--- src/rtl/inst_fetch_if.sv ---
// Fetch-unit bundle: instruction-memory request/response, decoder hand-off and redirect.
// The fetch unit uses the master modport; memory, decoder and branch logic see the slave side.
interface inst_fetch_if;
  logic        req_valid;
  logic        req_ready;
  logic [31:0] req_addr;
  logic        resp_valid;
  logic [31:0] resp_data;
  logic        inst_valid;
  logic        inst_ready;
  logic [31:0] inst;
  logic [31:0] inst_pc;
  logic        redirect_valid;
  logic [31:0] redirect_pc;

  modport master (
    output req_valid, req_addr, inst_valid, inst, inst_pc,
    input  req_ready, resp_valid, resp_data, inst_ready, redirect_valid, redirect_pc
  );

  modport slave (
    input  req_valid, req_addr, inst_valid, inst, inst_pc,
    output req_ready, resp_valid, resp_data, inst_ready, redirect_valid, redirect_pc
  );
endinterface

--- src/rtl/inst_fetch.sv ---
// Single-outstanding instruction fetch: request, wait for the word, hand it to the decoder.
// Redirects squash the in-flight response through the drop flag.
module inst_fetch #(
  parameter logic [31:0] RESET_PC = 32'h8000_0000
) (
  input  logic        clk,
  input  logic        rst,
  inst_fetch_if.master bus
);

  typedef enum logic [1:0] {S_REQ, S_WAIT, S_OUT} state_e;

  state_e      state_q, state_d;
  logic [31:0] pc_q, pc_d;
  logic [31:0] inst_q, inst_d;
  logic [31:0] inst_pc_q, inst_pc_d;
  logic        inst_valid_q, inst_valid_d;
  logic        drop_q, drop_d;
  logic [31:0] redirect_tgt;

  // Low two bits of every address written into pc are forced to zero, so pc stays word-aligned.
  assign redirect_tgt = bus.redirect_pc & 32'hFFFF_FFFC;

  // NOTE: state registers use non-blocking assignments so every flop samples pre-edge values.
  always_ff @(posedge clk) begin
    if (rst) begin
      state_q      <= S_REQ;
      pc_q         <= RESET_PC & 32'hFFFF_FFFC;
      inst_q       <= '0;
      inst_pc_q    <= '0;
      inst_valid_q <= 1'b0;
      drop_q       <= 1'b0;
    end else begin
      state_q      <= state_d;
      pc_q         <= pc_d;
      inst_q       <= inst_d;
      inst_pc_q    <= inst_pc_d;
      inst_valid_q <= inst_valid_d;
      drop_q       <= drop_d;
    end
  end

  always_comb begin
    // NOTE: every next-state value is defaulted to its current value first, so no path infers a latch.
    state_d      = state_q;
    pc_d         = pc_q;
    inst_d       = inst_q;
    inst_pc_d    = inst_pc_q;
    inst_valid_d = inst_valid_q;
    drop_d       = drop_q;

    case (state_q)
      S_REQ: begin
        if (bus.req_ready) state_d = S_WAIT;
        if (bus.redirect_valid) begin
          pc_d   = redirect_tgt;
          // An accepted request that already carries the old pc must have its answer discarded.
          drop_d = bus.req_ready;
        end
      end

      S_WAIT: begin
        if (bus.resp_valid) begin
          if (drop_q || bus.redirect_valid) begin
            drop_d  = 1'b0;
            state_d = S_REQ;
          end else begin
            inst_d       = bus.resp_data;
            inst_pc_d    = pc_q;
            pc_d         = pc_q + 32'd4;
            inst_valid_d = 1'b1;
            state_d      = S_OUT;
          end
        end else if (bus.redirect_valid) begin
          drop_d = 1'b1;
        end
        if (bus.redirect_valid) pc_d = redirect_tgt;
      end

      S_OUT: begin
        // Redirect wins over inst_ready; either way the held instruction is released.
        if (bus.redirect_valid || bus.inst_ready) begin
          inst_valid_d = 1'b0;
          state_d      = S_REQ;
        end
        if (bus.redirect_valid) pc_d = redirect_tgt;
      end

      default: begin
        state_d = S_REQ;
      end
    endcase
  end

  assign bus.req_valid  = (state_q == S_REQ);
  assign bus.req_addr   = pc_q;
  assign bus.inst_valid = inst_valid_q;
  assign bus.inst       = inst_q;
  assign bus.inst_pc    = inst_pc_q;

endmodule

--- src/flat_wrapper.sv ---
// flat-port wrapper written by rule: the top's interface ports become plain ports
module inst_fetch_flat 
#(
  parameter logic [31:0] RESET_PC = 32'h8000_0000
)
  (clk, rst, bus_req_valid, bus_req_addr, bus_inst_valid, bus_inst, bus_inst_pc, bus_req_ready, bus_resp_valid, bus_resp_data, bus_inst_ready, bus_redirect_valid, bus_redirect_pc);
  inst_fetch_if bus_i ();
  input  logic clk;
  input  logic rst;
  output wire logic [$bits(bus_i.req_valid)-1:0] bus_req_valid;
  output wire logic [$bits(bus_i.req_addr)-1:0] bus_req_addr;
  output wire logic [$bits(bus_i.inst_valid)-1:0] bus_inst_valid;
  output wire logic [$bits(bus_i.inst)-1:0] bus_inst;
  output wire logic [$bits(bus_i.inst_pc)-1:0] bus_inst_pc;
  input wire logic [$bits(bus_i.req_ready)-1:0] bus_req_ready;
  input wire logic [$bits(bus_i.resp_valid)-1:0] bus_resp_valid;
  input wire logic [$bits(bus_i.resp_data)-1:0] bus_resp_data;
  input wire logic [$bits(bus_i.inst_ready)-1:0] bus_inst_ready;
  input wire logic [$bits(bus_i.redirect_valid)-1:0] bus_redirect_valid;
  input wire logic [$bits(bus_i.redirect_pc)-1:0] bus_redirect_pc;
  assign bus_req_valid = bus_i.req_valid;
  assign bus_req_addr = bus_i.req_addr;
  assign bus_inst_valid = bus_i.inst_valid;
  assign bus_inst = bus_i.inst;
  assign bus_inst_pc = bus_i.inst_pc;
  assign bus_i.req_ready = bus_req_ready;
  assign bus_i.resp_valid = bus_resp_valid;
  assign bus_i.resp_data = bus_resp_data;
  assign bus_i.inst_ready = bus_inst_ready;
  assign bus_i.redirect_valid = bus_redirect_valid;
  assign bus_i.redirect_pc = bus_redirect_pc;
  inst_fetch #(.RESET_PC(RESET_PC)) u_core (.clk(clk), .rst(rst), .bus(bus_i));
endmodule
--- config.mk ---
export PLATFORM = sky130hd
export DESIGN_NAME = inst_fetch_flat
export DESIGN_NICKNAME = d
export VERILOG_FILES = /design/src/rtl/inst_fetch_if.sv /design/src/rtl/inst_fetch.sv /design/src/flat_wrapper.sv
export SDC_FILE = /design/constraint.sdc
export NUM_CORES = 1
export LEC_CHECK = 0
export BUFFER_PORTS_ARGS = -buffer_cell sky130_fd_sc_hd__buf_4
export CAP_MARGIN = 20
export CELL_PAD_IN_SITES_DETAIL_PLACEMENT = 1
export CELL_PAD_IN_SITES_GLOBAL_PLACEMENT = 1
export CORE_ASPECT_RATIO = 0.75
export CORE_MARGIN = 4
export CORE_UTILIZATION = 36
export CTS_BUF_LIST = sky130_fd_sc_hd__clkbuf_8
export DETAILED_ROUTE_END_ITERATION = 10
export PLACE_DENSITY = 0.82
export SYNTH_ARGS = -nofsm -noshare
export SYNTH_HDL_FRONTEND = slang
export SYNTH_SLANG_ARGS = --single-unit
--- constraint.sdc ---
create_clock -name clk -period 2.35 [get_ports clk]
set_input_delay 0.3525 -clock clk [delete_from_list [all_inputs] [get_ports clk]]
set_output_delay 0.3525 -clock clk [all_outputs]
set_load 0.005 [all_outputs]
# ---- Yosys cells after proc, flatten, opt, wreduce, memory -nomap -nowiden
# Index checks and enable logic that the tools add are counted.
dict set report totals {
  register_bits 100
  latch_bits 0
  mem_bits_rw 0
  romBits 0
  input_bits 70
  out_inout_bits 98
  word_cells 50
  memories 0
}
dict set report op_classes {
  n_addsub 1
  n_mul 0
  n_div 0
  n_lt_le_gt_ge 0
  n_eq_ne 11
  shifts 0
  muxes 19
  bitwise 1
  reduce_logical 12
}
# op count
set ops {}
lappend ops {{$mux W32} 4}
lappend ops {{$pmux W32 S2} 1}
lappend ops {{$add A32 B3 Y32 const B} 1}
lappend ops {{$reduce_and A4 Y1} 3}
lappend ops {{$mux W2} 4}
lappend ops {{$ne A2 B1 Y1 const B} 4}
lappend ops {{$mux W1} 7}
lappend ops {{$ne A3 B3 Y1 const B} 2}
lappend ops {{$pmux W2 S3} 1}
lappend ops {{$reduce_and A3 Y1} 2}
lappend ops {{$reduce_bool A2 Y1} 3}
lappend ops {{$ne A2 B2 Y1 const B} 2}
lappend ops {{$pmux W1 S2} 2}
lappend ops {{$ne A3 B2 Y1 const B} 1}
lappend ops {{$eq A2 B1 Y1 const B} 1}
lappend ops {{$eq A2 B2 Y1 const B} 1}
lappend ops {{$logic_not A2 Y1} 1}
lappend ops {{$logic_or A1 B1 Y1} 2}
lappend ops {{$reduce_or A2 Y1} 1}
lappend ops {{$not A1 Y1} 1}

# ---- Logic depth before layout (Yosys ltp)
dict set report depth {
  ltp_word 5
  depth_mapped 8
  ltp_nobuf 5
}

# ---- Worst setup path before layout
# No wires, ideal clock.
dict set report synth_timing {
  path_kind {register -> register}
  start {reg u_core.pc_q[2] (netlist: u_core.bus.req_addr[2])}
  end {reg u_core.pc_q[14] (netlist: u_core.bus.req_addr[14])}
  setup_time_ns 0.074
  t_arrival_ns 1.747
  t_required_ns 2.276
  setup_slack_ns 0.529
  stages_incl_launch_ff 6
  synth_period_minus_slack_ns 1.821
  path_cell_list {dfxtp_1 -> ha_1 -> nand4_2 -> or3_1 -> or4_1 -> a31oi_1}
}
dict set report synth_via {
  elab_chain_len 5
}
# element line
set synth_rtl {}
lappend synth_rtl {{start, declared} inst_fetch.sv:14} ;# logic [31:0] pc_q, pc_d;
lappend synth_rtl {{start signal, assigned} inst_fetch.sv:28} ;# pc_q <= RESET_PC & 32'hFFFF_FFFC;
lappend synth_rtl {{start signal, assigned} inst_fetch.sv:35} ;# pc_q <= pc_d;
lappend synth_rtl {{$add A32 B3 Y32} inst_fetch.sv:70} ;# pc_d = pc_q + 32'd4;
lappend synth_rtl {{$mux W32} inst_fetch.sv:64} ;# if (drop_q || bus.redirect_valid) begin
lappend synth_rtl {{$mux W32} inst_fetch.sv:63} ;# if (bus.resp_valid) begin
lappend synth_rtl {{$mux W32} inst_fetch.sv:77} ;# if (bus.redirect_valid) pc_d = redirect_tgt;
lappend synth_rtl {{$pmux W32 S2} inst_fetch.sv:52} ;# case (state_q)
# Every way passes these cells. The select of a mux whose other input is x is not followed.
# A chain may end at the register's enable or synchronous reset.

# ---- Worst setup path after layout
dict set report layout_timing {
  start {reg u_core.pc_q[2] (netlist: u_core.bus.req_addr[2])}
  end {reg u_core.pc_q[15] (netlist: u_core.bus.req_addr[15])}
}
# Same word-level chain as after synthesis.

==> results.cfg <==
[sta]
rsz0062_at_grt = no
finalMaxSlewViolations = 0
final.period_utilization = 0.912
timing.final.ws_setup_ns = 0.208
fmax_mhz = 467
setup_tns_ns = 0
setup_viol = 0
layout_min_cycle_time_ns = 2.14
slew_headroom = 0.515
clock_skew_ns = 0.00861
worstMarginPinSlew_ns = 0.721
hold_viol = 0

[place]
portBuffers = 161
place_hpwl_um = 12100
place_congestion = 0.866
pre_cts_ws_ns = 0.245

[die]
die_x_um = 137
die_h_um = 105
core_um2 = 11900
start_util = 0.377
dieArea_um2 = 14300
boundaryPins = 168
rows = 34

[clocking]
worstSkewPairLatency_ns = 0.36
root_buffer = clkbuf_8
post-cts-setup-buffer-count = 0
cts_tree = built
cts_buffers = 9
clock-sinks = 96
htree_levels = 3
path_clk_slew_ns = 0.10
clk_path_buf_depth = 2

[worst_hold_path]
hp-class = in -> reg
hold_path_end = u_core.bus.inst[31]
hold-path-cell-count = 3
worstHoldStart = bus_resp_data[31]

[power]
swShare = 0.267
leakagePower_nw = 2.34
p_per_area_nw_per_um2 = 580
power_frac_clock = 0.365
pwr-share-comb = 0.132
share_seq_of_total_power = 0.503
internal_power_mw = 2.58
p_switching_uw = 942
ir_drop_mv = 0.348

[critical_path]
crit_chain = nand4_1, or3_1, or4_1, a31oi_1
cp.arrival_ns = 2.43
r2r_start = u_core.bus.req_addr[2]
cpMaxStageDelayCell = or3_1
cp-start-kind = flop
cp_max_fo = 8
max_stage_delay_ns = 0.55
rr_endpoint = u_core.bus.req_addr[15]
cp_data_required_time_ns = 2.64
r2r_setup_slack_ns = 0.21
cp-end-kind = flop
path_class = reg -> reg
rr_worst_depth = 4

[synth]
synth_area_leader_cell = dfxtp_1
yosysTopAreaCellShare = 0.430
synth_area_leaders = dfxtp_1, nand2_1, a21oi_1, a32oi_1, clkbuf_1
synth_seq_cells = 96
yosysWarnings = 0
synth.distinct_cells = 60
synthFlopType = dfxtp_1
synth-async-reset-ratio = 0
synth_edf_count = 0
netlist_instances = 571
yosysSeqAreaShare = 0.430
syn_area_per_cell_um2 = 7.83
synth.cell_area_um2 = 4470

[global_route]
antenna_found_initial = 0
grt_pass1_vias = 4980
grt_overflow_total = 0
track_usage = 0.227
grt_pass1_wl_um = 26300
grt_max_degree = 64

[route]
antenna_left = 0
vias = 4888
drc = 0
drt_iter0_markers = 283
first_pass_iters = 4
viasPerCell = 5.54
wire_per_inst_um = 18.7
wl_um = 16500

[finish]
drive_gt1_frac = 0.297
antenna_cells = 0
nNetsFinal = 786
mostFrequentLayoutCell = buf_4
final_cell_mix = buf_4, nand2_1, dfxtp_1, a21oi_1, nor2_1
syn_to_final_growth_pct = 36.0

[run]
max-cap-violations = 0

[outcome]
outcome = finished clean
[flip-flops by register name, indices dropped and copies added, names as in the netlist]
register / cells
u_core.bus.inst_pc: 30
u_core.state_q: 2
u_core.bus.req_addr: 30
u_core.bus.inst: 32
u_core.drop_q: 1
u_core.bus.inst_valid: 1
[cell usage after synthesis, types with 4 or more instances]
| cell | number |
|---|---|
| a211oi_1 | 4 |
| a21oi_1 | 75 |
| a311oi_1 | 4 |
| a31oi_1 | 9 |
| a32oi_1 | 13 |
| and2_1 | 4 |
| buf_2 | 14 |
| buf_4 | 5 |
| clkbuf_1 | 30 |
| dfxtp_1 | 96 |
| inv_1 | 6 |
| nand2_1 | 147 |
| nand3_1 | 17 |
| nand4_1 | 5 |
| nor2_1 | 19 |
| nor3_1 | 11 |
| nor4_1 | 8 |
| o21ai_0 | 11 |
| o221ai_1 | 8 |
| o22ai_1 | 4 |
| or3_1 | 8 |
| or4_1 | 4 |
[worst max-delay path by stage]
stage / start / end
final: u_core.bus.req_addr[2] / u_core.bus.req_addr[15]
after global routing: u_core.bus.req_addr[2] / u_core.bus.req_addr[15]
after CTS: u_core.bus.req_addr[2] / u_core.bus.req_addr[20]
after detailed placement: u_core.bus.req_addr[2] / u_core.bus.req_addr[20]
after global placement: u_core.bus.req_addr[2] / u_core.bus.req_addr[20]
after floorplan: u_core.bus.req_addr[2] / u_core.bus.req_addr[14]
[critical path, delay by kind of cell (launching register included)]
family / cells / cell delay [ns]
and+or+nand+nor: 3 / 1.39
DFF: 1 / 0.50
AOI/OAI and AO/OA: 1 / 0.18
[power by group through the flow]
stage	Clock (mW)	Sequential (mW)	Combinational, mW
4_1_cts	1.32	1.77	0.467
3_3_place_gp	0	1.80	0.453
5_1_grt	1.39	1.78	0.509
3_5_place_dp	0	1.81	0.465
6_report	1.29	1.77	0.467
2_1_floorplan	0	1.78	0.216
[stage by stage]
| stage | power, mW | hold slack (ns) | utilization | cell area (um2) | instances |
|---|---|---|---|---|---|
| 2_1_floorplan | 2.00 | 0.453 | - | 4480 | 574 |
| 3_3_place_gp | 2.26 | 0.443 | 0.492 | 5840 | 866 |
| 3_5_place_dp | 2.27 | 0.451 | 0.492 | 5840 | 866 |
| 4_1_cts | 3.56 | 0.208 | 0.512 | 6080 | 882 |
| 5_1_grt | 3.68 | 0.214 | 0.512 | 6080 | 882 |
| 6_report | 3.52 | 0.228 | 0.512 | 6080 | 882 |
[cell type report]
class / count / area (um2)
multi-input combinational: 421 / 2330
inverter: 6 / 22.5
fill: 1454 / 5790
clock buffer: 11 / 151
clock inverter: 5 / 85.1
sequential: 96 / 1920
tap: 162 / 203
timing repair buffer: 181 / 1370
[timing repair]
item                       in CTS  in global routing
hold buffers                    0                  0
resized for setup               0                  1
setup endpoints to repair       0                  1
[kinds of logic (layout without fill, tap and decap cells)]
logic type,count (synthesis),after routing,synth area share
AO/OA/AOI/OAI,157,157,0.225
buffers and inverters,57,203,0.0560
AND/OR/NAND/NOR,254,254,0.274
adder cells (fa/ha/maj),1,1,0.00280
other,1,4,0.000839
multiplexers,5,5,0.0118
flip-flops,96,96,0.430
[layer usage]
metal  track usage  up-vias  wire length [um]
li1              -     2321                 -
met1         0.290     2377              6960
met2         0.370      170              7790
met3        0.0798       20              1550
met4        0.0525        0               211
met5             0        -                 0
Power figures use the tool's default switching activity.
